--- src/rtl/fc_core_pkg.sv ---
// Constants and FSM encoding shared by the FC core BRAM movers
// (data_mover_bram and bram_stream_writer).
package fc_core_pkg;

    localparam int unsigned CNT_BIT_DEF  = 31;
    localparam int unsigned DWIDTH_DEF   = 32;
    localparam int unsigned AWIDTH_DEF   = 12;
    localparam int unsigned MEM_SIZE_DEF = 4096;

    typedef enum logic [1:0] {
        S_IDLE  = 2'd0,
        S_WRITE = 2'd1,
        S_DONE  = 2'd2
    } state_t;

endpackage

--- src/rtl/bram_stream_writer.sv ---
// Loads a true_dpbram through its port-0 signals from a valid/ready word stream,
// starting at a latched base address for a latched (depth-clamped) word count.
module bram_stream_writer
    import fc_core_pkg::*;
#(
    parameter int unsigned CNT_BIT  = CNT_BIT_DEF,
    parameter int unsigned DWIDTH   = DWIDTH_DEF,
    parameter int unsigned AWIDTH   = AWIDTH_DEF,
    parameter int unsigned MEM_SIZE = MEM_SIZE_DEF
) (
    input  logic               clk,
    input  logic               reset,
    input  logic               i_run,
    input  logic [CNT_BIT-1:0] i_num_cnt,
    input  logic [AWIDTH-1:0]  i_base_addr,
    output logic               o_idle,
    output logic               o_write,
    output logic               o_done,
    input  logic               s_valid,
    output logic               s_ready,
    input  logic [DWIDTH-1:0]  s_data,
    output logic [AWIDTH-1:0]  addr_b,
    output logic               ce_b,
    output logic               we_b,
    output logic [DWIDTH-1:0]  d_b,
    input  logic [DWIDTH-1:0]  q_b
);

    localparam logic [CNT_BIT-1:0] MaxCnt = CNT_BIT'(MEM_SIZE);

    state_t             state;
    logic [CNT_BIT-1:0] num_q;
    logic [CNT_BIT-1:0] cnt_q;
    logic [AWIDTH-1:0]  base_q;
    logic               fire;
    logic               unused_q_b;

    assign fire       = s_valid & s_ready;
    assign unused_q_b = ^q_b;

    always_ff @(posedge clk) begin
        if (reset) begin
            state   <= S_IDLE;
            num_q   <= '0;
            cnt_q   <= '0;
            base_q  <= '0;
            o_idle  <= 1'b1;
            o_write <= 1'b0;
            o_done  <= 1'b0;
            s_ready <= 1'b0;
            ce_b    <= 1'b0;
            we_b    <= 1'b0;
            addr_b  <= '0;
            d_b     <= '0;
        end else begin
            ce_b <= 1'b0;
            we_b <= 1'b0;
            unique case (state)
                S_IDLE: begin
                    if (i_run) begin
                        o_idle <= 1'b0;
                        if (i_num_cnt == '0) begin
                            state  <= S_DONE;
                            o_done <= 1'b1;
                        end else begin
                            state   <= S_WRITE;
                            o_write <= 1'b1;
                            s_ready <= 1'b1;
                            num_q   <= (i_num_cnt > MaxCnt) ? MaxCnt : i_num_cnt;
                            base_q  <= i_base_addr;
                            cnt_q   <= '0;
                        end
                    end
                end
                S_WRITE: begin
                    if (fire) begin
                        ce_b   <= 1'b1;
                        we_b   <= 1'b1;
                        // Address wraps modulo the BRAM depth.
                        addr_b <= base_q + cnt_q[AWIDTH-1:0];
                        d_b    <= s_data;
                        cnt_q  <= cnt_q + CNT_BIT'(1);
                        if (cnt_q == num_q - CNT_BIT'(1)) begin
                            state   <= S_DONE;
                            o_write <= 1'b0;
                            s_ready <= 1'b0;
                            o_done  <= 1'b1;
                        end
                    end
                end
                S_DONE: begin
                    state  <= S_IDLE;
                    o_done <= 1'b0;
                    o_idle <= 1'b1;
                end
                default: begin
                    state   <= S_IDLE;
                    o_idle  <= 1'b1;
                    o_write <= 1'b0;
                    o_done  <= 1'b0;
                    s_ready <= 1'b0;
                end
            endcase
        end
    end

endmodule

--- config.mk ---
export PLATFORM = sky130hd
export DESIGN_NAME = bram_stream_writer
export DESIGN_NICKNAME = d
export VERILOG_FILES = /design/src/rtl/fc_core_pkg.sv /design/src/rtl/bram_stream_writer.sv
export SDC_FILE = /design/constraint.sdc
export NUM_CORES = 1
export LEC_CHECK = 0
export BUFFER_PORTS_ARGS = -buffer_cell sky130_fd_sc_hd__buf_2
export CAP_MARGIN = 30
export CORE_UTILIZATION = 55
export CTS_CLUSTER_DIAMETER = 30
export DETAILED_ROUTE_END_ITERATION = 10
export HOLD_SLACK_MARGIN = 0.1
export PLACE_DENSITY = 0.82
export SYNTH_ARGS = -nofsm -noshare
export SYNTH_HDL_FRONTEND = slang
export SYNTH_SLANG_ARGS = --single-unit
--- constraint.sdc ---
create_clock -name clk -period 6.5 [get_ports clk]
set_clock_uncertainty 0.2 [all_clocks]
set_input_delay 0.325 -clock clk [delete_from_list [all_inputs] [get_ports clk]]
set_output_delay 0.325 -clock clk [all_outputs]
set_load 0.01 [all_outputs]
### Yosys cells after proc, flatten, opt, wreduce, memory -nomap -nowiden

Index checks and enable logic that the tools add are counted.

* output and inout bits: 50
* memories kept: 0
* ROM bits: 0
* latch bits: 0
* register bits after elaboration: 124
* logic and storage cells: 60
* input bits: 111
* RAM bits: 0

* equality and inequality tests: 8
* reduce and logical (&&, ||, !) cells: 11
* multiplexer cells: 23
* shift operators: 0
* multipliers: 0
* bitwise operators: 4
* order comparisons: 1
* add/sub/neg operators: 3
* div/mod/pow operators: 0

Operator list (count)
* 31-bit 2-to-1 mux: 4
* 31-bit one-hot mux with 2 select lines: 1
* 31-bit by 1-bit adder with 31-bit output, second input constant: 1
* 31-bit equality test: 1
* 31-bit by 13-bit greater-than comparator with 1-bit output, second input constant: 1
* 31-bit zero test: 1
* 31-bit by 1-bit subtractor with 31-bit output, second input constant: 1
* 12-bit adder: 1
* 1-bit 2-to-1 mux: 10
* 2-bit != test, second input constant: 5
* 2-bit 2-to-1 mux: 4
* 4-bit AND reduction: 2
* 3-bit AND reduction: 2
* 5-bit AND reduction: 1
* 1-bit one-hot mux with 2 select lines: 2
* 2-bit one-hot mux with 2 select lines: 1
* 2-bit AND reduction: 2
* 1-bit inverter: 3
* 1-bit one-hot mux with 3 select lines: 1
* 2-bit by 1-bit equality test with 1-bit output, second input constant: 1
* 2-bit equality test, second input constant: 1
* 2-bit zero test: 1
* 2-bit nonzero test: 1
* 2-bit OR reduction: 1
* 1-bit AND: 1

### Longest topological paths before layout

* word-level depth: 5
* mapped depth: 11
* depth with buffers taken out: 11

### Worst setup path before layout

No wires, ideal clock.

* kind: register to register
* start point: register num_q[8]
* end point: register state[1]
* buffers on the path: 1
* arrival: 2907 ps
* setup slack: 3293 ps
* period minus slack after synthesis: 3207 ps
* stages on the path, launching flop included: 10
* path through: dfxtp_1 -> buf_6 -> nor4_4 -> nand4_1 -> or4b_1 -> or3_1 -> a221oi_2 -> nand4_1 -> or3_4 -> a2111oi_4

* cells in the longest elaborated chain, start to end: 4

RTL lines
* from (decl): line bram_stream_writer.sv:32 `logic [CNT_BIT-1:0] num_q;`
* from (signal assigned): line bram_stream_writer.sv:69 `num_q <= (i_num_cnt > MaxCnt) ? MaxCnt : i_num_cnt;`
* 31-bit by 1-bit subtractor with 31-bit output: line bram_stream_writer.sv:83 `if (cnt_q == num_q - CNT_BIT'(1)) begin`
* 31-bit equality test: line bram_stream_writer.sv:83
* 2-bit != test (no line)
* 3-bit AND reduction (no line)
* to (signal assigned): line bram_stream_writer.sv:84 `state <= S_DONE;`
* to (signal assigned): line bram_stream_writer.sv:92 `state <= S_IDLE;`
* to (signal assigned): line bram_stream_writer.sv:97 `state <= S_IDLE;`
* to (decl): line bram_stream_writer.sv:31 `state_t state;`

Every way passes these cells.
A chain may end at the register's enable or synchronous reset.

==> results.json <==
{
  "grt_util_all_layers_pct": 31.0,
  "worstMarginPinSlew_ns": 1.14,
  "dpl_cell_area_sq_um": 6960,
  "clk_latency_ns": 0.43,
  "root_buffer": "clkbuf_16",
  "power.leakage_uw": 0.00341,
  "ys_seq_elements": 124,
  "setup_violations": 0,
  "ios": 161,
  "grt_max_degree": 78,
  "hp-class": "in -> reg",
  "rsz0062_at_grt": "no",
  "layout-area-overhead-vs-synth_pct": 30.4,
  "grt_pass1_wl_um": 28100,
  "hold_slack_ns": 0.233,
  "top_layer": "met4",
  "p_seq_share_pct": 41.9,
  "startpoint_type": "primary input",
  "required_ns": 6.61,
  "cts_buffers": 17,
  "crit_buf_inv": 3,
  "p_per_area_nw_per_um2": 231,
  "rows": 38,
  "h-tree-depth": 4,
  "p_clk_share_pct": 49.0,
  "wl_met1_um": 7680,
  "combPwrFrac_pct": 9.1,
  "drc_errors": 0,
  "internal_power_uw": 1430,
  "drive_above_1_share_pct": 18.6,
  "arrival_ns": 4.68,
  "setup.worst_path.end_class": "flop",
  "vias": 6351,
  "dieWidth_um": 109,
  "syn_nets": 908,
  "synth_area_sq_um": 6240,
  "max_cap_violations": 0,
  "start_util_pct": 57.1,
  "first_pass_iters": 5,
  "seq_area_frac_synth_pct": 39.8,
  "ir_drop_mv": 0.198,
  "diodes": 0,
  "synth_edf_count": 0,
  "switchingPower_uw": 449,
  "fin_cells": 1106,
  "slowest_delay_ns": 1.06,
  "ys_warn_count": 0,
  "route.met3.wl_um": 1110,
  "drv_slew": 0,
  "async_flop_share_pct": 0,
  "portBuffers": 128,
  "drt_iter0_drc": 530,
  "die_h_um": 109,
  "synth_ff_type": "dfxtp_1",
  "cts_sinks": 124,
  "grt_pass1_vias": 5899,
  "cts_tree": "built",
  "relSlewSlack_pct": 23.3,
  "design_area_sq_um": 8140,
  "dp_worst_setup_slack_ns": 2.39,
  "core_area_sq_um": 10900,
  "finalHoldViolCount": 0,
  "post-route-period-util_pct": 70.3,
  "clkTransAtPathRegs_ns": 0.05,
  "cts_buffer_depth": 2,
  "via_per_inst": 5.74,
  "finalWeightedCongestion": 0.835,
  "syn-instance-count": 783,
  "critPathKind": "in -> reg",
  "dp_hpwl_um": 11100,
  "worst_path_most_repeated_cell": "nand2_1",
  "ant_nets": 0,
  "rrSetupSlack_ns": 2.47,
  "cpLargestDelayFamily": "compound AO/OA/AOI/OAI gates",
  "final_nets": 1080,
  "post-route-min-period_ns": 4.57,
  "switching_share_pct": 23.9,
  "cp_max_fo": 32,
  "wirelength_um": 18000,
  "fin_ws_ns": 1.93,
  "synth_area_per_cell_sq_um": 7.97,
  "critPathSlowestCell": "o41ai_1",
  "yosys.cell_types.count": 61,
  "dr_wl_met2_um": 8790,
  "setup_tns_ns": 0,
  "grt_overflow_total": 0,
  "dp_cells": 1016,
  "status": "completed",
  "die-area_sq_um": 11800,
  "detail_route.wl_per_cell_um": 16.3,
  "max_freq_ghz": 0.219,
  "worstPathCellList": "dlygate4sd3_1 -> buf_2 -> nor4_1 -> nand3_1 -> o41ai_1 -> a21oi_1 -> nand2_1 -> buf_4 -> nor4b_1 -> a31oi_1 -> nand2_1",
  "antenna_found_initial": 0
}
[metrics by stage]
stage                     total power [uW]  utilization [%]
final                                 1880             74.4
after global routing                  1930             74.4
after CTS                             1880             74.3
after detailed placement               938             63.6
after global placement                 933             63.4
after floorplan                        880                -
[cells by family (layout without fill, tap and decap cells)]
kind of cell | Yosys count | in the layout | synth area share (%)
flops | 124 | 124 | 39.8
compound gates | 143 | 143 | 13.6
buf+inv | 59 | 242 | 3.87
mux | 4 | 4 | 0.681
xor+xnor | 61 | 61 | 8.56
simple gates | 378 | 378 | 30.6
fa+ha+maj | 14 | 14 | 2.93
[flip-flops by register name, indices dropped and copies added (netlist names)]
| name | flops |
|---|---|
| d_b | 32 |
| cnt_q | 31 |
| addr_b | 12 |
| base_q | 12 |
| o_done | 1 |
| s_ready | 1 |
| num_q | 31 |
| we_b | 1 |
| state | 2 |
| o_idle | 1 |
[per-layer routing]
metal  global-route usage, %  up-vias
met5                       0        -
met4                    13.9        0
met3                    6.51       43
met2                    51.2      241
met1                    38.8     2968
li1                        -     3099
[power by group through the flow]
| stage | Clock [uW] | Combinational, uW | Sequential [uW] |
|---|---|---|---|
| 2_1_floorplan | 0 | 74.6 | 806 |
| 3_3_place_gp | 0 | 131 | 803 |
| 3_5_place_dp | 0 | 135 | 803 |
| 4_1_cts | 926 | 164 | 787 |
| 5_1_grt | 958 | 186 | 790 |
| 6_report | 923 | 171 | 788 |
[tightest hold or removal path: stages]
cell,delay (ns)
buf_2,0.07
nor4_1,0.04
nand2_1,0.12
nor3_1,0.07
a211oi_1,0.18
[cell type report]
type | count | area [sq um]
tap | 140 | 175
inverter | 16 | 60.1
clock inverter | 10 | 118
clock buffer | 20 | 457
sequential | 124 | 2480
multi-input combinational | 600 | 3520
fill | 801 | 2800
timing repair buffer | 196 | 1330
[placed cells by master, fill, tap and decap left out, drive strengths merged, types with 7 or more instances in the layout]
master | synthesis | final
clkbuf | 35 | 20
o21ai | 18 | 18
nand2 | 139 | 139
buf | 8 | 137
ha | 13 | 13
nand2b | 7 | 7
dlygate4sd3 | 0 | 59
a21oi | 86 | 86
nand4 | 14 | 14
or4 | 8 | 8
xnor2 | 30 | 30
or3 | 13 | 13
nor2 | 55 | 55
nand3 | 37 | 37
nor4 | 17 | 17
nor3 | 24 | 24
and3 | 32 | 32
dfxtp | 124 | 124
xor2 | 31 | 31
inv | 16 | 17
[timing repair]
| item | 4_1_cts | 5_1_grt |
|---|---|---|
| gates resized for setup | 0 | 0 |
| buffers inserted | 0 | 0 |
| hold buffers | 59 | 0 |
| endpoints found under the hold margin | 59 | 0 |
[final timing paths]
kind	startpoint	end	cells past startpoint
hold / removal	i_num_cnt[20]	num_q[12]	5
setup / recovery	i_num_cnt[3]	addr_b[10]	11
hold reg to reg	o_idle	o_idle	2
setup reg to reg	num_q[0]	state[1]	8
[synthesized netlist by cell type (7+ instances only)]
cell type	n	share of area, %
clkbuf_1	35	2.1
nand4_1	14	1.4
nor2_1	55	3.3
and3_1	32	3.2
or4_1	8	0.96
nor3_1	22	1.8
nand3_1	37	3.0
a21oi_1	86	6.9
nand2_1	138	8.3
or3_1	12	1.2
nand2b_1	7	0.70
nor4_1	15	1.5
xnor2_1	30	4.2
ha_1	13	2.6
o21ai_0	18	1.4
xor2_1	31	4.3
dfxtp_1	124	40
inv_1	16	0.96
Power figures use the tool's default switching activity.
